==> src/rtl/arith_pkg.sv <==
`default_nettype none
// ============================================================================
// Module   : arith_pkg
// Brief    : Opcodes, FSM encoding and helpers shared by seq_arith_unit.
// Revision : 1.0
// ============================================================================
package arith_pkg;

  localparam logic [3:0] OP_ADD        = 4'd0;
  localparam logic [3:0] OP_SUB        = 4'd1;
  localparam logic [3:0] OP_AND        = 4'd2;
  localparam logic [3:0] OP_OR         = 4'd3;
  localparam logic [3:0] OP_XOR        = 4'd4;
  localparam logic [3:0] OP_NOT        = 4'd5;
  localparam logic [3:0] OP_SLA        = 4'd6;
  localparam logic [3:0] OP_SRA        = 4'd7;
  localparam logic [3:0] OP_SRL        = 4'd8;
  localparam logic [3:0] OP_MUL        = 4'd9;
  localparam logic [3:0] OP_DIV        = 4'd10;
  localparam logic [3:0] OP_LAST_LEGAL = 4'd10;

  localparam logic [0:0] IDLE = 1'b0;
  localparam logic [0:0] BUSY = 1'b1;

  function automatic logic is_iter_op(input logic [3:0] op);
    return (op == OP_MUL) || (op == OP_DIV);
  endfunction

endpackage
`default_nettype wire

==> src/rtl/iter_muldiv.sv <==
`default_nettype none
// ============================================================================
// Module   : iter_muldiv
// Brief    : WIDTH-step unsigned shift-add multiplier / restoring divider.
// Revision : 1.0
// ============================================================================
module iter_muldiv #(
  parameter int WIDTH = 16,
  parameter int CNT_W = $clog2(WIDTH + 1)
) (
  input  logic               clk,
  input  logic               rst_n,
  input  logic               start,
  input  logic               is_div,
  input  logic [WIDTH-1:0]   op_a,
  input  logic [WIDTH-1:0]   op_b,
  output logic               done,
  output logic [2*WIDTH-1:0] result
);

  logic               r_busy;
  logic               r_div;
  logic [CNT_W-1:0]   r_cnt;
  logic [WIDTH-1:0]   r_hi;
  logic [WIDTH-1:0]   r_lo;
  logic [WIDTH-1:0]   r_b;

  logic [WIDTH:0]     w_add;
  logic [2*WIDTH:0]   w_mul_cat;
  logic [WIDTH:0]     w_rem_sh;
  logic [WIDTH:0]     w_trial;
  logic               w_borrow;
  logic [WIDTH-1:0]   w_hi_nxt;
  logic [WIDTH-1:0]   w_lo_nxt;

  // Multiply: hi accumulates, lo holds the multiplier and shifts out LSB-first.
  // Divide: {hi,lo} = {remainder, dividend/quotient}, shifted left each step.
  always_comb begin
    w_add     = r_lo[0] ? ({1'b0, r_hi} + {1'b0, r_b}) : {1'b0, r_hi};
    w_mul_cat = {w_add, r_lo};
    w_rem_sh  = {r_hi, r_lo[WIDTH-1]};
    w_trial   = w_rem_sh - {1'b0, r_b};
    w_borrow  = w_trial[WIDTH];
    if (r_div) begin
      w_hi_nxt = w_borrow ? w_rem_sh[WIDTH-1:0] : w_trial[WIDTH-1:0];
      w_lo_nxt = {r_lo[WIDTH-2:0], ~w_borrow};
    end else begin
      w_hi_nxt = w_mul_cat[2*WIDTH:WIDTH+1];
      w_lo_nxt = w_mul_cat[WIDTH:1];
    end
  end

  // The final step's value is exported combinationally so the top can load it
  // on the same edge that completes the operation.
  assign done   = r_busy && (r_cnt == CNT_W'(WIDTH - 1));
  assign result = {w_hi_nxt, w_lo_nxt};

  always_ff @(posedge clk or negedge rst_n) begin
    if (!rst_n) begin
      r_busy <= 1'b0;
      r_div  <= 1'b0;
      r_cnt  <= '0;
      r_hi   <= '0;
      r_lo   <= '0;
      r_b    <= '0;
    end else if (start) begin
      r_busy <= 1'b1;
      r_div  <= is_div;
      r_cnt  <= '0;
      r_hi   <= '0;
      r_lo   <= op_a;
      r_b    <= op_b;
    end else if (r_busy) begin
      r_hi   <= w_hi_nxt;
      r_lo   <= w_lo_nxt;
      r_cnt  <= r_cnt + CNT_W'(1);
      if (done) begin
        r_busy <= 1'b0;
      end
    end
  end

endmodule
`default_nettype wire

==> src/rtl/seq_arith_unit.sv <==
`default_nettype none
// ============================================================================
// Module   : seq_arith_unit
// Brief    : Registered ALU with valid/ready handshakes and iterative MUL/DIV.
// Revision : 1.0
// ============================================================================
module seq_arith_unit
  import arith_pkg::*;
#(
  parameter int WIDTH = 16,
  parameter int CNT_W = $clog2(WIDTH + 1)
) (
  input  logic             clk,
  input  logic             rst_n,
  input  logic             in_valid,
  output logic             in_ready,
  input  logic [3:0]       alu_ctrl,
  input  logic [WIDTH-1:0] dport1,
  input  logic [WIDTH-1:0] dport2,
  output logic             out_valid,
  input  logic             out_ready,
  output logic [WIDTH-1:0] alu_out,
  output logic [WIDTH-1:0] alu_out_hi,
  output logic             flag_z,
  output logic             flag_n,
  output logic             flag_c,
  output logic             flag_v,
  output logic             op_err
);

  logic [0:0]         r_state;
  logic [0:0]         w_state_nxt;
  logic               r_is_div;
  logic               r_div_zero;
  logic               r_out_valid;
  logic [WIDTH-1:0]   r_lo;
  logic [WIDTH-1:0]   r_hi;
  logic               r_z, r_n, r_c, r_v, r_err;

  logic               w_accept, w_start, w_load;
  logic               w_md_done;
  logic [2*WIDTH-1:0] w_md_result;
  logic [WIDTH:0]     w_sum, w_diff;
  logic [WIDTH-1:0]   w_sc_lo, w_res_lo, w_res_hi;
  logic               w_sc_c, w_sc_v, w_sc_err;
  logic               w_res_c, w_res_v, w_res_err;

  iter_muldiv #(.WIDTH(WIDTH), .CNT_W(CNT_W)) u_iter_muldiv (
    .clk    (clk),
    .rst_n  (rst_n),
    .start  (w_start),
    .is_div (alu_ctrl == OP_DIV),
    .op_a   (dport1),
    .op_b   (dport2),
    .done   (w_md_done),
    .result (w_md_result)
  );

  always_ff @(posedge clk or negedge rst_n) begin
    if (!rst_n) r_state <= IDLE;
    else        r_state <= w_state_nxt;
  end

  always_comb begin
    w_state_nxt = r_state;
    case (r_state)
      IDLE:    if (w_start)   w_state_nxt = BUSY;
      BUSY:    if (w_md_done) w_state_nxt = IDLE;
      default: w_state_nxt = IDLE;
    endcase
  end

  always_comb begin
    in_ready = (r_state == IDLE) && (!r_out_valid || out_ready);
    w_accept = in_valid && in_ready;
    w_start  = w_accept && is_iter_op(alu_ctrl);
    w_load   = (w_accept && !is_iter_op(alu_ctrl)) || w_md_done;
  end

  assign w_sum  = {1'b0, dport1} + {1'b0, dport2};
  assign w_diff = {1'b0, dport1} - {1'b0, dport2};

  always_comb begin
    w_sc_lo  = '0;
    w_sc_c   = 1'b0;
    w_sc_v   = 1'b0;
    w_sc_err = 1'b0;
    case (alu_ctrl)
      OP_ADD: begin
        w_sc_lo = w_sum[WIDTH-1:0];
        w_sc_c  = w_sum[WIDTH];
        w_sc_v  = (dport1[WIDTH-1] == dport2[WIDTH-1]) && (w_sum[WIDTH-1] != dport1[WIDTH-1]);
      end
      OP_SUB: begin
        w_sc_lo = w_diff[WIDTH-1:0];
        w_sc_c  = w_diff[WIDTH];
        w_sc_v  = (dport1[WIDTH-1] != dport2[WIDTH-1]) && (w_diff[WIDTH-1] != dport1[WIDTH-1]);
      end
      OP_AND: w_sc_lo = dport1 & dport2;
      OP_OR:  w_sc_lo = dport1 | dport2;
      OP_XOR: w_sc_lo = dport1 ^ dport2;
      OP_NOT: w_sc_lo = ~dport1;
      OP_SLA: begin
        w_sc_lo = {dport1[WIDTH-2:0], 1'b0};
        w_sc_c  = dport1[WIDTH-1];
        w_sc_v  = dport1[WIDTH-1] ^ dport1[WIDTH-2];
      end
      OP_SRA: begin
        w_sc_lo = {dport1[WIDTH-1], dport1[WIDTH-1:1]};
        w_sc_c  = dport1[0];
      end
      OP_SRL: begin
        w_sc_lo = {1'b0, dport1[WIDTH-1:1]};
        w_sc_c  = dport1[0];
      end
      OP_MUL, OP_DIV: w_sc_lo = '0;
      default: w_sc_err = (alu_ctrl > OP_LAST_LEGAL);
    endcase
  end

  // Completion of MUL/DIV can only happen in BUSY, so it never collides with
  // a single-cycle load.
  always_comb begin
    w_res_lo  = w_md_done ? w_md_result[WIDTH-1:0] : w_sc_lo;
    w_res_hi  = w_md_done ? w_md_result[2*WIDTH-1:WIDTH] : '0;
    w_res_c   = w_md_done ? (!r_is_div && (|w_md_result[2*WIDTH-1:WIDTH])) : w_sc_c;
    w_res_v   = w_md_done ? 1'b0 : w_sc_v;
    w_res_err = w_md_done ? (r_is_div && r_div_zero) : w_sc_err;
  end

  always_ff @(posedge clk or negedge rst_n) begin
    if (!rst_n) begin
      r_is_div    <= 1'b0;
      r_div_zero  <= 1'b0;
      r_out_valid <= 1'b0;
      r_lo        <= '0;
      r_hi        <= '0;
      r_z         <= 1'b0;
      r_n         <= 1'b0;
      r_c         <= 1'b0;
      r_v         <= 1'b0;
      r_err       <= 1'b0;
    end else begin
      if (w_start) begin
        r_is_div   <= (alu_ctrl == OP_DIV);
        r_div_zero <= (dport2 == '0);
      end
      if (w_load) begin
        r_out_valid <= 1'b1;
        r_lo        <= w_res_lo;
        r_hi        <= w_res_hi;
        r_z         <= (w_res_lo == '0);
        r_n         <= w_res_lo[WIDTH-1];
        r_c         <= w_res_c;
        r_v         <= w_res_v;
        r_err       <= w_res_err;
      end else if (out_ready) begin
        r_out_valid <= 1'b0;
      end
    end
  end

  assign out_valid  = r_out_valid;
  assign alu_out    = r_lo;
  assign alu_out_hi = r_hi;
  assign flag_z     = r_z;
  assign flag_n     = r_n;
  assign flag_c     = r_c;
  assign flag_v     = r_v;
  assign op_err     = r_err;

endmodule
`default_nettype wire

==> config.mk <==
export PLATFORM = sky130hd
export DESIGN_NAME = seq_arith_unit
export DESIGN_NICKNAME = d
export VERILOG_FILES = /design/src/rtl/arith_pkg.sv /design/src/rtl/iter_muldiv.sv /design/src/rtl/seq_arith_unit.sv
export SDC_FILE = /design/constraint.sdc
export NUM_CORES = 1
export LEC_CHECK = 0
export ABC_AREA = 1
export CAP_MARGIN = 20
export CORE_AREA = 5 5 131 133
export CTS_BUF_LIST = sky130_fd_sc_hd__clkbuf_2 sky130_fd_sc_hd__clkbuf_4 sky130_fd_sc_hd__clkbuf_8
export DETAILED_ROUTE_END_ITERATION = 12
export DIE_AREA = 0 0 136 138
export DONT_BUFFER_PORTS = 1
export PLACE_DENSITY = 0.74
export SLEW_MARGIN = 10
export SYNTH_ARGS = -nofsm -noshare
export SYNTH_HDL_FRONTEND = slang
export SYNTH_SLANG_ARGS = --single-unit
==> constraint.sdc <==
create_clock -name clk -period 2.7 [get_ports clk]
set_input_delay 0.405 -clock clk [delete_from_list [all_inputs] [get_ports clk]]
set_output_delay 0.405 -clock clk [all_outputs]
set_load 0.1 [all_outputs]
==> flow_summary.toml, run 1 <==
[status]
status = "completed"

[sta]
post-route-min-period_ps = 2550
min_period_over_period_pct = 94.6
setup_tns_ps = 0
slew_violations = 0
whs_ps = 114
hold_viol_final = 0
setup_violations = 0
clock_skew_ps = 21.8
worstMarginPinSlew_ps = 954
max_slew_margin_pct = 36.4
max_freq_mhz = 392

[routing]
post_drt_wl_per_cell_um = 19.4
drt_iter0_drc = 969
dr.pass1.iters = 5
num_vias = 10281
via_per_inst = 5.93
drc = 0
ant_nets = 0
drt-total-wl_um = 33700

[yosys]
synth_nets = 1576
ys.flop_type = "dfrtp_1"
yosysSeqAreaShare_pct = 25.5
ys_types = 47
ys_ff_latch = 94
yosys_warnings = 0
syn_area_per_cell_um2 = 6.37
async_reset_ff_share_pct = 100
syn-cell-area_um2 = 9230
synth_edf_count = 0
syn_inst = 1450

[placed_design]
io_buffers = 0
gp_congestion = 1.02
place_hpwl_um = 26600

[job]
cap_violations = 0

[critical_path]
critPathMostFrequentCell = "nand2_1"
critPathMaxStageDelay_ps = 470
startpoint = "u_iter_muldiv.r_hi[5]$_DFFE_PN0P_"
crit_chain = "buf_4 > ha_1 > nand2_1 > inv_1 > a21oi_1 > nand2_1 > nand3_1 > nand2_1 > nand2_1 > nand3_1 > nand2_1 > nand2_1 > nor2_1 > nand2_1 > nor2_1 > nand2_1 > nand2_1 > a21oi_1"
worst-path-max-fanout = 4
slowest_stage = "dfrtp_2"
path_class = "reg -> reg"
crit_arrival_ps = 2830
r2r-start = "u_iter_muldiv.r_hi[5]$_DFFE_PN0P_"
cp-start-kind = "register"
required_ps = 2980
end_kind = "register"

[power]
p_leak_nw = 5.49
p_clk_share_pct = 6.7
power_frac_seq_pct = 30.8
intPower_mw = 5.57
power.switching_mw = 8.75
irDropWorstVdd_mv = 1.19
power_frac_comb_pct = 62.5
finalPower_mw = 14.3
power_density_nw_per_um2 = 1370
p_sw_share_pct = 61.1

[global_routing]
antenna_found_initial = 0
grt_use_total_pct = 35.2
busiest_layer = "met2"
grt_pass1_wl_um = 51800
grtUsageMet1_pct = 41.4
met3_usage_pct = 6.49
grt_max_degree = 95
overflow = 0
first_global_vias = 9711
use_met2_pct = 55.9

[cts]
cts_tree = "built"
clock_latency_ps = 400
cts_max_path_buffers = 2
root_buffer = "clkbuf_8"
cts_buffers = 9
cts_sinks = 94
htree_levels = 3
path_clk_slew_ps = 120

[die]
chipWidth_um = 136
rows = 46
core_um2 = 15700
initial_core_util_pct = 58.8
io_pins = 79
die_y_um = 138
die-area_um2 = 18800

[finish]
multi_input_comb_area_um2 = 6080
syn_to_final_growth_pct = 13.3
layout.area.seq_um2 = 2360
n_antenna_cell = 0
fin_util_pct = 66.6
fillers = 1523
nNetsFinal = 1639
final_layout_size_suffix_gt1_share_pct = 10.8

[min_path]
hp-start = "dport2[4]"
hold_class = "in -> reg"
## worst max-delay path: cells and delay by family (launching register included)
kind | cells | cell delay (ps)
flops | 1 | 470
buf+inv | 2 | 240
fa+ha+maj | 1 | 350
simple gates | 13 | 1140
compound gates | 2 | 250
## cell usage after synthesis, drive strengths merged (2+ instances only)
master	n	area, um2
xor2	9	78.8
and2	3	18.8
o21bai	5	37.5
a21oi	82	418
nand4	15	93.8
xnor2	6	52.6
nand3	125	631
nand2	414	1590
a211oi	2	15.0
a22oi	5	37.5
clkinv	3	11.3
buf	21	108
nor2	117	439
dfrtp	94	2350
o22ai	39	244
a21o	3	22.5
nand3b	6	45.0
nor3	19	100
inv	209	785
a22o	2	17.5
o21ai	101	505
a31oi	12	75.1
or2	2	12.5
ha	82	1030
clkbuf	28	106
fa	4	80.1
nor4	2	12.5
a21boi	4	30.0
o211ai	11	82.6
o221ai	16	140
o21a	3	22.5
## layer usage
layer | share of wire, % | wire [um]
met1 | 38 | 12700
met2 | 47 | 15700
met3 | 6.8 | 2290
met4 | 8.7 | 2920
met5 | 0 | 0
## registers in the layout, summed over array words and instances, names as in the netlist
register              cells
out_valid                 1
u_iter_muldiv.r_lo       16
flag_v                    1
r_state                   1
flag_z                    1
flag_c                    1
alu_out_hi               16
u_iter_muldiv.r_cnt       5
u_iter_muldiv.r_b        16
alu_out                  16
r_div_zero                1
u_iter_muldiv.r_hi       16
u_iter_muldiv.r_div       1
u_iter_muldiv.r_busy      1
op_err                    1
## path summary, 6_finish.rpt
kind                       slack (ps)  cells after the start                                 to
hold reg to reg                   500                      2  u_iter_muldiv.r_lo[4]$_DFFE_PN0P_
max in group asynchronous        1650                      2            alu_out[15]$_DFFE_PN0P_
setup reg to reg                  150                     18                 flag_c$_DFFE_PN0P_
hold / removal                    110                      2   u_iter_muldiv.r_b[4]$_DFFE_PN0P_
min in group asynchronous         520                      2  u_iter_muldiv.r_b[10]$_DFFE_PN0P_
setup / recovery                  150                     18                 flag_c$_DFFE_PN0P_
## metrics by stage
step / worst slack [ps] / cells / instance area (um2)
global route: -57.6 / 1734 / 10500
detailed placement: 16.6 / 1707 / 9980
global placement: 45.0 / 1707 / 9980
finish: 147 / 1734 / 10500
floorplan: 70.2 / 1450 / 9240
CTS: 13.6 / 1725 / 10200
## kinds of logic (layout without fill, tap and decap cells)
family,count (synthesis),count (layout),synth area share (%)
and+or+nand+nor,705,707,32.0
AOI/OAI and AO/OA,289,289,18.2
buffers and inverters,261,327,10.9
DFF,94,94,25.5
adders and majority gates,86,86,12.0
xor gates and xnor gates,15,15,1.42
## layout by cell type (no fill, tap or decap), types with 4 or more instances in the layout
master and count:
a21boi_0 4, a21oi_1 76, a21oi_2 4, a22oi_1 5, a31oi_1 12, buf_4 96, clkbuf_8 9, dfrtp_1 91
ha_1 75, ha_4 4, inv_1 206, nand2_1 398, nand2_2 9, nand2_4 9, nand3_1 122, nand3b_1 6
nand4_1 15, nor2_1 113, nor3_1 18, o211ai_1 11, o21ai_0 100, o21bai_1 5, o221ai_1 16, o22ai_1 39
xnor2_1 4, xor2_1 9
## layout make-up
cell class | instances | area share (%)
clock inverters | 7 | 0.598
multi-input cells | 1097 | 58.1
repair buffers | 99 | 7.36
clock buffers | 9 | 1.18
flip-flops and latches | 94 | 22.5
inverters | 212 | 7.61
well taps | 216 | 2.58
## what timing repair did
item                                    CTS  global route
buffers inserted                          0             7
hold buffers                              2             0
hold endpoints to repair                 94             0
endpoints found under the setup margin    0             8
gates resized for setup                   0            41
## power by group through the flow
stage	Clock (mW)	Combinational [mW]	Sequential [mW]
finish	0.957	8.95	4.41
global route	1.02	9.88	4.47
CTS	0.968	8.20	4.41
detailed placement	0	8.12	4.44
floorplan	0	5.74	4.27
global placement	0	8.04	4.42
No activity file was read; power rests on OpenSTA's default activity.
==> inputs of run 2 (changes only) <==
--- a/config.mk
+++ b/config.mk
@@ -7,10 +7,11 @@
 export LEC_CHECK = 0
 export ABC_AREA = 1
 export CAP_MARGIN = 20
-export CORE_AREA = 5 5 131 133
+export CORE_AREA = 5 5 167 105
 export CTS_BUF_LIST = sky130_fd_sc_hd__clkbuf_2 sky130_fd_sc_hd__clkbuf_4 sky130_fd_sc_hd__clkbuf_8
+export CTS_CLUSTER_DIAMETER = 80
 export DETAILED_ROUTE_END_ITERATION = 12
-export DIE_AREA = 0 0 136 138
+export DIE_AREA = 0 0 172 110
 export DONT_BUFFER_PORTS = 1
 export PLACE_DENSITY = 0.74
 export SLEW_MARGIN = 10
==> run 2 against run 1 <==
Effect of this change: sequential share of layout area down 0.68 points; clock skew is 11 ps lower; cell area up 3.0%; maximum frequency down 5.3%; largest power group unchanged; wire length is 8.9% higher.
==> flow_summary.toml, run 2 (synthesis results as in run 1) <==
[sta]
post-route-min-period_ps = 2700
slew_violations = 0
hold_viol_final = 0
whs_ps = 118
clock_skew_ps = 10.5
setup_tns_ps = 0
setup_violations = 0
max_freq_mhz = 371
worstMarginPinSlew_ps = 1120
rsz0062_at_grt = "true"
max_slew_margin_pct = 25.2
min_period_over_period_pct = 99.8
fin_ws_ps = 4.19

[cts]
cts_sinks = 94
htree_levels = 3
cts_buffers = 9
clock_latency_ps = 370
root_buffer = "clkbuf_8"
path_clk_slew_ps = 100
cts_max_path_buffers = 2
cts_tree = "built"

[routing]
wl_met1_um = 16400
num_vias = 10647
dr_wl_met3_um = 6680
post_drt_wl_per_cell_um = 20.9
wl_met2_um = 13100
via_per_inst = 6.06
drt_iter0_drc = 1628
dr.pass1.iters = 8
ant_nets = 0
drc = 0
highest_layer = "met4"
drt-total-wl_um = 36600

[critical_path]
path_class = "reg -> reg"
end_kind = "register"
worst-path-max-fanout = 7
crit_arrival_ps = 2960
crit_end = "flag_c$_DFFE_PN0P_"
r2r_cells = 20
required_ps = 2960
r2r_slack_ps = 4
r2r-start = "u_iter_muldiv.r_hi[8]$_DFFE_PN0P_"
cp-start-kind = "register"
reg2reg_to = "flag_c$_DFFE_PN0P_"
startpoint = "u_iter_muldiv.r_hi[8]$_DFFE_PN0P_"

[power]
power_density_nw_per_um2 = 1420
irDropWorstVdd_mv = 1.07
p_leak_nw = 5.64

[finish]
syn_to_final_growth_pct = 16.7
layout_commonest_cell = "nand2_1"
n_antenna_cell = 0
final_layout_size_suffix_gt1_share_pct = 13.7
final_cell_mix = "nand2_1, inv_1, buf_4"
nNetsFinal = 1668
fin_cells = 1756

[min_path]
hold_class = "in -> reg"

[placed_design]
place_hpwl_um = 29200
gp_congestion = 1.09
dp.cells = 1729
pre_cts_ws_ps = -33.6
io_buffers = 0

[job]
cap_violations = 0

[die]
core_um2 = 15900
initial_core_util_pct = 58.2
die-area_um2 = 18900
chipWidth_um = 172
io_pins = 79
die_y_um = 110
rows = 36

[status]
status = "completed"

[global_routing]
grt_max_degree = 95
overflow = 0
grt_use_total_pct = 38.0
first_global_vias = 9326
antenna_found_initial = 0
grt_pass1_wl_um = 54600
-- run 2: changes by cell type in the layout (fill, tap and decap cells not counted), moves of 4 or more --
cell	change
nand2_4	-5
buf_4	+28
nand2_1	-12
nand3_1	-7
inv_1	-5
inv_2	+4
nand3_2	+6
nand2_2	+13
-- run 2: final cells by class --
type | instances | area [um2]
Clock buffer | 11 | 139
Clock inverter | 5 | 58.8
Fill cell | 1439 | 5080
Inverter | 212 | 800
Multi-Input combinational cell | 1096 | 6140
Sequential cell | 94 | 2350
Tap cell | 209 | 262
Timing Repair Buffer | 129 | 1020
-- run 2: per-stage QoR --
stage	instance area, um2	util (%)	power, mW
5_1_grt	10800	67.9	16.3
3_5_place_dp	10200	64.4	13.0
4_1_cts	10500	66.0	14.1
3_3_place_gp	10200	64.4	12.9
6_report	10800	67.9	15.3
2_1_floorplan	9240	-	10.0
-- run 2: repair_timing --
action / CTS / global route
endpoints found under the hold margin: 94 / 0
hold buffers: 2 / 0
setup endpoints to repair: 2 / 18
pin swaps: 0 / 28
gates cloned: 0 / 1
gates resized for setup: 2 / 58
buffers inserted: 0 / 8
-- run 2: worst min-delay path by stage --
stage                          from                      to  slack, ps  depth (start not counted)
final                     out_ready   out_valid$_DFFE_PN0P_        120                          1
after global routing      out_ready   out_valid$_DFFE_PN0P_        120                          1
after CTS                 out_ready   out_valid$_DFFE_PN0P_        120                          1
after detailed placement      rst_n  alu_out[5]$_DFFE_PN0P_        110                          0
after global placement        rst_n  alu_out[3]$_DFFE_PN0P_        110                          0
after floorplan               rst_n  alu_out[0]$_DFFE_PN0P_        110                          0
-- run 2: where the power goes --
part / total (mW) / switching (mW) / internal, mW
registers: 4.41 / 2.38 / 2.03
clock network: 0.991 / 0.539 / 0.452
logic: 9.92 / 6.25 / 3.67
total: 15.3 / 9.17 / 6.15
-- run 2: layer usage --
| layer | GRT usage [%] | vias up |
|---|---|---|
| met5 | 0 | - |
| met4 | 5.10 | 0 |
| met3 | 17.4 | 37 |
| met2 | 47.9 | 805 |
| met1 | 59.2 | 4844 |
| li1 | - | 4961 |
-- run 2: critical path, cell delays in order (launching register included) --
cell,delay (ps)
dfrtp_1,430
ha_4,320
nand2_2,70
inv_2,80
nand2_2,70
nor3_2,190
buf_4,170
nand2_4,80
nand2_4,110
nand2_4,60
nand2_4,120
buf_12,130
nand2_1,50
nand3_1,110
nand2_2,90
nor2_1,110
nand2_1,120
nor2_1,100
nand2_1,50
nand2_1,60
a21oi_1,50
==> inputs of run 3 (changes only) <==
--- a/config.mk
+++ b/config.mk
@@ -14,6 +14,7 @@
 export DIE_AREA = 0 0 172 110
 export DONT_BUFFER_PORTS = 1
 export PLACE_DENSITY = 0.74
+export SKIP_LAST_GASP = 1
 export SLEW_MARGIN = 10
 export SYNTH_ARGS = -nofsm -noshare
 export SYNTH_HDL_FRONTEND = slang
==> constraint.sdc (replaced) <==
create_clock -name clk -period 3.2 [get_ports clk]
set_input_delay 0.48 -clock clk [delete_from_list [all_inputs] [get_ports clk]]
set_output_delay 0.48 -clock clk [all_outputs]
set_load 0.1 [all_outputs]
==> run 3 against run 2 <==
Effect of this change: the flow now finishes with violations (hold timing); wire length shrank 6.6%; worst hold slack got worse by 120 ps; clock power barely moved; sequential cell count unchanged; sequential share of layout area increased by 2.1 points; total power fell by 24%; register-to-register slack improved by 220 ps; first-iteration DRC count up 3.7%; worst setup slack better by 220 ps; critical path depth did not move; clock skew grew 1.6 ps; maximum frequency decreased by 9.5%; largest cell class unchanged; highest routed layer unchanged.
==> flow_summary.toml, run 3 (synthesis results as in run 1) <==
[status]
status = "finished with violations"
violations = "hold timing"

[sta]
clock_skew_ps = 12.1
setup_tns_ps = 0
rsz0062_at_grt = "false"
whs_ps = -3.19
max_freq_mhz = 336
hold_viol_final = 1
max_slew_margin_pct = 27.2
setup_violations = 0
min_period_over_period_pct = 93.1
worstMarginPinSlew_ps = 1090
post-route-min-period_ps = 2980
slew_violations = 0

[power]
intPower_mw = 4.44
power.switching_mw = 7.15
power_frac_seq_pct = 32.6
power_frac_comb_pct = 58.9
irDropWorstVdd_mv = 0.906
power_density_nw_per_um2 = 1180
p_clk_share_pct = 8.6
p_leak_nw = 5.14
p_sw_share_pct = 61.7

[routing]
drt-total-wl_um = 34200
drt_iter0_drc = 1688
num_vias = 10202
dr.pass1.iters = 6
drc = 0
ant_nets = 0
via_per_inst = 6.16
post_drt_wl_per_cell_um = 20.7

[die]
die-area_um2 = 18900
rows = 36
initial_core_util_pct = 58.2
core_um2 = 15900
chipWidth_um = 172
die_y_um = 110
io_pins = 79

[placed_design]
gp_congestion = 1.07
place_hpwl_um = 27300
io_buffers = 0

[finish]
final_layout_size_suffix_gt1_share_pct = 4.98
fin_util_pct = 62.0
syn_to_final_growth_pct = 6.45
layout_commonest_cell = "nand2_1"
n_antenna_cell = 0
final_cell_mix = "nand2_1, inv_1, nand3_1"
nNetsFinal = 1568

[global_routing]
grt_pass1_wl_um = 51900
overflow = 0
first_global_vias = 8745
grt_max_degree = 95
grt_use_total_pct = 36.0
antenna_found_initial = 0

[min_path]
hold_class = "in -> async"

[cts]
clock_latency_ps = 370
cts_max_path_buffers = 2
root_buffer = "clkbuf_8"
cts_sinks = 94
cts_buffers = 9
htree_levels = 3
path_clk_slew_ps = 100
cts_tree = "built"

[critical_path]
end_kind = "register"
r2r_cells = 20
worst-path-max-fanout = 5
path_class = "reg -> reg"
crit_arrival_ps = 3280
required_ps = 3500
cp-start-kind = "register"

[job]
cap_violations = 0
[run 3: routing by layer]
metal | vias up | wire length, um | global-route usage (%)
li1 | 4757 | - | -
met2 | 720 | 12300 | 44.2
met4 | 0 | 267 | 4.15
met1 | 4700 | 15900 | 59.0
met5 | - | 0 | 0
met3 | 25 | 5750 | 13.8
[run 3: final timing paths]
kind | from | end | slack, ps
max | u_iter_muldiv.r_hi[0]$_DFFE_PN0P_ | flag_c$_DFFE_PN0P_ | 220
min in group clk | out_ready | out_valid$_DFFE_PN0P_ | 190
max in group asynchronous | rst_n | alu_out[15]$_DFFE_PN0P_ | 2790
max reg2reg | u_iter_muldiv.r_hi[0]$_DFFE_PN0P_ | flag_c$_DFFE_PN0P_ | 220
min reg2reg | u_iter_muldiv.r_lo[4]$_DFFE_PN0P_ | u_iter_muldiv.r_lo[4]$_DFFE_PN0P_ | 520
min | rst_n | alu_out[5]$_DFFE_PN0P_ | -3
[run 3: repair_timing]
item                                    CTS  global route
hold buffers                              1             0
endpoints found under the setup margin    0             2
endpoints found under the hold margin    94             0
buffers inserted                          0             0
gates resized for setup                   0            10
[run 3: power by group through the flow]
stage | registers, mW | logic [mW] | clock network [mW]
floorplan | 3.60 | 4.84 | 0
global route | 3.84 | 7.53 | 1.05
finish | 3.77 | 6.83 | 0.993
global placement | 3.77 | 6.35 | 0
CTS | 3.76 | 6.46 | 0.994
detailed placement | 3.79 | 6.38 | 0
[run 3: metrics by stage]
step | total power [mW] | instances | worst slack (ps) | cell area, um2 | hold slack (ps)
6_report | 11.6 | 1656 | 221 | 9830 | -3.19
5_1_grt | 12.4 | 1656 | 2.32 | 9830 | 24.0
4_1_cts | 11.2 | 1655 | 76.5 | 9780 | 20.3
3_5_place_dp | 10.2 | 1638 | 76.7 | 9500 | 187
3_3_place_gp | 10.1 | 1638 | -3.75 | 9500 | 187
2_1_floorplan | 8.45 | 1450 | 242 | 9240 | 184
[run 3: final cells by class]
type,instances,area [um2]
Fill cell,1568,6030
Multi-Input combinational cell,1095,5920
Sequential cell,94,2350
Inverter,212,796
Tap cell,209,262
Timing Repair Buffer,30,245
Clock buffer,10,131
Clock inverter,6,118
[run 3: critical path, stage by stage, from the launching register on]
cell     delay [ps]
dfrtp_1         490
ha_1            270
inv_1            70
fa_1            400
inv_1            70
nand3_1         110
nand2_1         140
nand2_1          80
nand2_1         170
nand3_1         150
nand2_1         130
nand2_1          50
nand2_1          50
nand3_1          60
nand2_1         200
nor2_1           60
nand2_1         100
nor2_1           60
nand2_1          70
nand2_1          50
a21oi_1         110
==> RTL edit 1: new RTL, settings of run 2 <==
Put one more register stage on the output `flag_z`, without a reset. The value now appears one clock later. The other outputs are not delayed to match.
--- a/src/rtl/seq_arith_unit.sv
+++ b/src/rtl/seq_arith_unit.sv
@@ -164,5 +164,7 @@
   assign alu_out    = r_lo;
   assign alu_out_hi = r_hi;
-  assign flag_z     = r_z;
+  always_ff @(posedge clk) begin
+    flag_z <= r_z;
+  end
   assign flag_n     = r_n;
   assign flag_c     = r_c;
Check against the original RTL: not equivalent (a bounded check fails within 4 cycles, from zero or initial values and one cycle with rst_n low).
==> RTL edit 1 against run 2 <==
The run now ends with setup timing left. Design area up 2.6%. Sequential cell count up 1. Synthesized area up 0.22%. Total power up 4.1%. Final cell count up 1.2%. Worst hold slack better by 0.013 ns. Setup slack worse by 0.24 ns. Global-route usage up 0.60 points. Routed wire length up 3.7%. First-iteration DRC count up 19%. Via count up 2.7%. Critical endpoint unchanged. Largest cell class unchanged.
==> RTL edit 1: results (changes against run 2) <==
[outcome]
status = finished with violations  ; was completed
violations = setup timing

[synth]
ys_seq_area_share_pct = 25.6  ; was 25.5%
synth_area_leaders = dfrtp_1, nand2_1, ha_1, inv_1, nand3_1  ; unchanged
ys_warn_count = 0  ; unchanged
synth_common_cells = nand2_1, inv_1, nand3_1  ; unchanged
async_flop_share_pct = 98.9  ; was 100%
synth_cells = 1451  ; was 1450
yosysMostFrequentCell = nand2_1  ; unchanged
ys_types = 48  ; was 47
synth_nets = 1577  ; was 1576

[sta]
fin_ws_ns = -0.233  ; was 0.00419 ns
skew_ns = 0.0163  ; was 0.0105 ns
finalSetupTns_ns = -0.335  ; was 0 ns
tightest_slew_ns = 1.09  ; was 1.12 ns
setup_viol = 6  ; was 0

[global_routing]
grt_pass1_wl_um = 55300  ; was 54600 um
grtUsageTotal_pct = 38.6  ; was 38.0%
grt_pass1_vias = 9581  ; was 9326
grt_max_degree = 95  ; unchanged

[clocking]
htree_levels = 3  ; unchanged
clock_latency_ns = 0.39  ; was 0.37 ns
ctsLongestPathBuffers = 2  ; unchanged
cts_inserted_buffers = 9  ; unchanged
clkSlewWorstSetupHoldPaths_ns = 0.11

[setup_path]
critPathTopFamily = simple AND/OR/NAND/NOR gates  ; unchanged
critPathMaxFanout = 8  ; was 7
reg2reg_depth = 19  ; was 20
crit_slowest_cell = dfrtp_1  ; unchanged
cpPeakStageDelay_ns = 0.47  ; was 0.43 ns
worst_ep_arrival_time_ns = 3.21  ; was 2.96 ns

[pwr]
power.ir.vdd_worst_mv = 1.04  ; was 1.07 mV
p_leak_nw = 5.74  ; was 5.64 nW

[route]
wirelength_um = 38000  ; was 36600 um
drt_iter0_markers = 1940  ; was 1628
vias = 10937  ; was 10647
drt_first_pass_iters = 8  ; unchanged
wire_per_inst_um = 21.4  ; was 20.9 um

[place]
place_inst = 1745  ; was 1729
io_buffers = 0  ; unchanged
routabilityCongestion = 1.01  ; was 1.09
hpwl_um = 29300  ; was 29200 um

[cells_and_area]
layout-drive-gt1-share_pct = 16.1  ; was 13.7%

[hold_path]
hold_class = in -> reg  ; unchanged
hold_depth = 1  ; unchanged

-- RTL edit 1: changes by cell type after synthesis --
cell,run 2,this run
dfxtp_1,0,1
-- RTL edit 1: cells by family after synthesis --
family	synth area share, %
buf+inv	10.9
xor+xnor	1.42
compound gates	18.2
fa+ha+maj	12.0
simple gates	31.9
flops	25.6
-- RTL edit 1: final cells by class --
type                    count  area [um2]
clock inverters             7        78.8
well taps                 209         262
clock buffers               9         124
fillers                  1377        4800
repair inverters            1        7.51
inverters                 212         800
repair buffers            148        1180
multi-input cells        1096        6230
flip-flops and latches     95        2370
-- RTL edit 1: routing by layer --
layer  vias to the layer above  share of wire, %  global-route usage (%)
met5                         -                 0                       0
met4                         0               2.0                    8.36
met3                        79                18                    17.0
met2                       852                38                    49.4
met1                      5008                43                    58.8
li1                       4998                 -                       -
-- RTL edit 1: where the power goes --
| group | switching, mW | total [mW] | internal (mW) | leakage, nW |
|---|---|---|---|---|
| clock network | 0.586 | 1.02 | 0.439 | 0.0929 |
| logic | 6.57 | 10.4 | 3.87 | 4.48 |
| registers | 2.45 | 4.50 | 2.04 | 1.17 |
| total | 9.60 | 16.0 | 6.35 | 5.74 |
-- RTL edit 1: path summary, 6_finish.rpt --
kind,startpoint,to,slack (ns)
min in group asynchronous,rst_n,u_iter_muldiv.r_b[1]$_DFFE_PN0P_,0.65
worst max-delay path,u_iter_muldiv.r_b[0]$_DFFE_PN0P_,flag_c$_DFFE_PN0P_,-0.23
worst min register to register,r_div_zero$_DFFE_PN0P_,r_div_zero$_DFFE_PN0P_,0.51
worst min-delay path,out_ready,out_valid$_DFFE_PN0P_,0.13
max in group asynchronous,rst_n,alu_out[15]$_DFFE_PN0P_,1.67
worst max register to register,u_iter_muldiv.r_b[0]$_DFFE_PN0P_,flag_c$_DFFE_PN0P_,-0.23
-- RTL edit 1: timing repair --
action / in CTS / in global routing
setup endpoints to repair: 2 / 16
endpoints found under the hold margin: 94 / 0
resized for setup: 8 / 79
pin swaps: 2 / 31
gates cloned: 1 / 1
buffers inserted: 2 / 10
hold buffers: 2 / 0
-- RTL edit 1: per-stage QoR --
stage / setup slack, ns / cell area, um2
2_1_floorplan: 0.0702 / 9260
3_3_place_gp: -0.132 / 10300
3_5_place_dp: -0.182 / 10300
4_1_cts: 0.00190 / 10600
5_1_grt: -0.204 / 11100
6_report: -0.233 / 11100
==> RTL edit 2: new RTL, flow settings as in run 2 <==
Without the edit above. `WIDTH` is set to 16 in 2 places; all go to 8.
--- a/src/rtl/iter_muldiv.sv
+++ b/src/rtl/iter_muldiv.sv
@@ -6,5 +6,5 @@
 // ============================================================================
 module iter_muldiv #(
-  parameter int WIDTH = 16,
+  parameter int WIDTH = 8,
   parameter int CNT_W = $clog2(WIDTH + 1)
 ) (
--- a/src/rtl/seq_arith_unit.sv
+++ b/src/rtl/seq_arith_unit.sv
@@ -8,5 +8,5 @@
   import arith_pkg::*;
 #(
-  parameter int WIDTH = 16,
+  parameter int WIDTH = 8,
   parameter int CNT_W = $clog2(WIDTH + 1)
 ) (
Ports: changed (resized alu_out, alu_out_hi, dport1 and dport2); port bits go from 79 to 47. No check against the original RTL was run, so the function may have changed too.
==> RTL edit 2 against run 2 <==
Design area decreased by 53%. Sequential power is 44% lower. Clock skew shrank 0.0041 ns. Non-clock buffer count fell by 122. Setup slack better by 0.26 ns. Routed wire length fell by 58%. Sequential cell count down 41. Total power decreased by 59%. Synthesized area is 49% lower. Critical path depth decreased by 4. Final cell count decreased by 49%. Global-route usage decreased by 22 points.
==> RTL edit 2: results (changes against run 2) <==
[outcome]
status = completed  ; unchanged

[route]
drt-met1-wl_um = 7300  ; was 16400 um
drt_iter0_markers = 709  ; was 1628
drt_first_pass_iters = 5  ; was 8
routed-wl-met3_um = 2720  ; was 6680 um
vias = 4846  ; was 10647
wire_per_inst_um = 17.1  ; was 20.9 um
wl_met2_um = 5260  ; was 13100 um

[global_routing]
use_met3_pct = 8.05  ; was 17.4%
grt_antenna_before_repair = 0  ; unchanged
grt_pass1_wl_um = 23900  ; was 54600 um
met2_usage_pct = 19.6  ; was 47.9%
grtUsageTotal_pct = 16.4  ; was 38.0%
grt_pass1_vias = 4185  ; was 9326
grt_max_degree = 54  ; was 95
grtUsageMet1_pct = 25.6  ; was 59.2%

[clocking]
htree_levels = 2  ; was 3
clock_latency_ns = 0.32  ; was 0.37 ns
cts_setup_buffers = 0  ; unchanged
cts_repair_resize_count = 0  ; was 2
cts_inserted_buffers = 5  ; was 9
ctsLongestPathBuffers = 2  ; unchanged

[setup_path]
critPathTopFamily = simple AND/OR/NAND/NOR gates  ; unchanged
endpoint = flag_z$_DFFE_PN0P_  ; was flag_c$_DFFE_PN0P_
worst_ep_arrival_time_ns = 2.66  ; was 2.96 ns
reg2reg_depth = 16  ; was 20
cpPeakStageDelay_ns = 0.40  ; was 0.43 ns
crit_slowest_cell = fa_2  ; was dfrtp_1
rrSetupSlack_ns = 0.26  ; was 0.004 ns
startpoint = u_iter_muldiv.r_lo[7]$_DFFE_PN0P_  ; was u_iter_muldiv.r_hi[8]$_DFFE_PN0P_
critPathMaxFanout = 6  ; was 7

[place]
place_inst = 892  ; was 1729
place_area_mm2 = 0.00493  ; was 0.0102 mm2
post-place-ws_ns = 0.232  ; was -0.0336 ns
hpwl_um = 12300  ; was 29200 um
routabilityCongestion = 0.995  ; was 1.09

[pwr]
pwr-share-comb_pct = 50.8  ; was 64.7%
internal-power_mw = 2.49  ; was 6.15 mW
power.ir.vdd_worst_mv = 1.18  ; was 1.07 mV
seqPwrFrac_pct = 40.0  ; was 28.8%
p_leak_nw = 2.53  ; was 5.64 nW
finalPower_mw = 6.22  ; was 15.3 mW

[synth]
synth_cells = 696  ; was 1450
ys_types = 43  ; was 47
synth_nets = 765  ; was 1576
synth_common_cells = nand2_1, inv_1, nand3_1  ; unchanged
ys_seq_area_share_pct = 28.1  ; was 25.5%
synth_area_leaders = dfrtp_1, nand2_1, ha_1, inv_1, nand3_1  ; unchanged

[sta]
skew_ns = 0.00645  ; was 0.0105 ns
timing.fmax_ghz = 0.410  ; was 0.371 GHz
fin_hold_ws_ns = 0.174  ; was 0.118 ns
tightest_slew_ns = 0.949  ; was 1.12 ns

[cells_and_area]
n_fill_cell = 1709  ; was 1439
layoutNonFillerInstCount = 902  ; was 1756
layout-drive-gt1-share_pct = 7.36  ; was 13.7%
fin_nets = 761  ; was 1668

[hold_path]
min_to = out_valid$_DFFE_PN0P_  ; unchanged

==> RTL edit 2: cell count changes after synthesis, sizes merged, moves of 23 or more <==
cell / change
o22ai: -23
clkbuf: -24
a21oi: -46
nand3: -63
dfrtp: -41
nand2: -215
nor2: -55
ha: -41
inv: -115
o21ai: -54
==> RTL edit 2: kinds of logic (layout without fill, tap and decap cells) <==
family,after synthesis,after routing,synth area share (%)
buf+inv,114,111,9.70
xor+xnor,9,9,1.67
flops,53,53,28.1
compound gates,127,127,15.5
mux,1,1,0.212
fa+ha+maj,45,45,12.6
simple gates,347,347,32.3
==> RTL edit 2: area by class of cell <==
type	count	area [um2]	area share [%]
clock buffer	6	76.3	1.50
clock inverter	2	38.8	0.762
inverter	96	360	7.08
multi-input combinational	529	2950	57.9
sequential	53	1330	26.1
tap	209	262	5.14
timing repair buffer	7	75.1	1.48
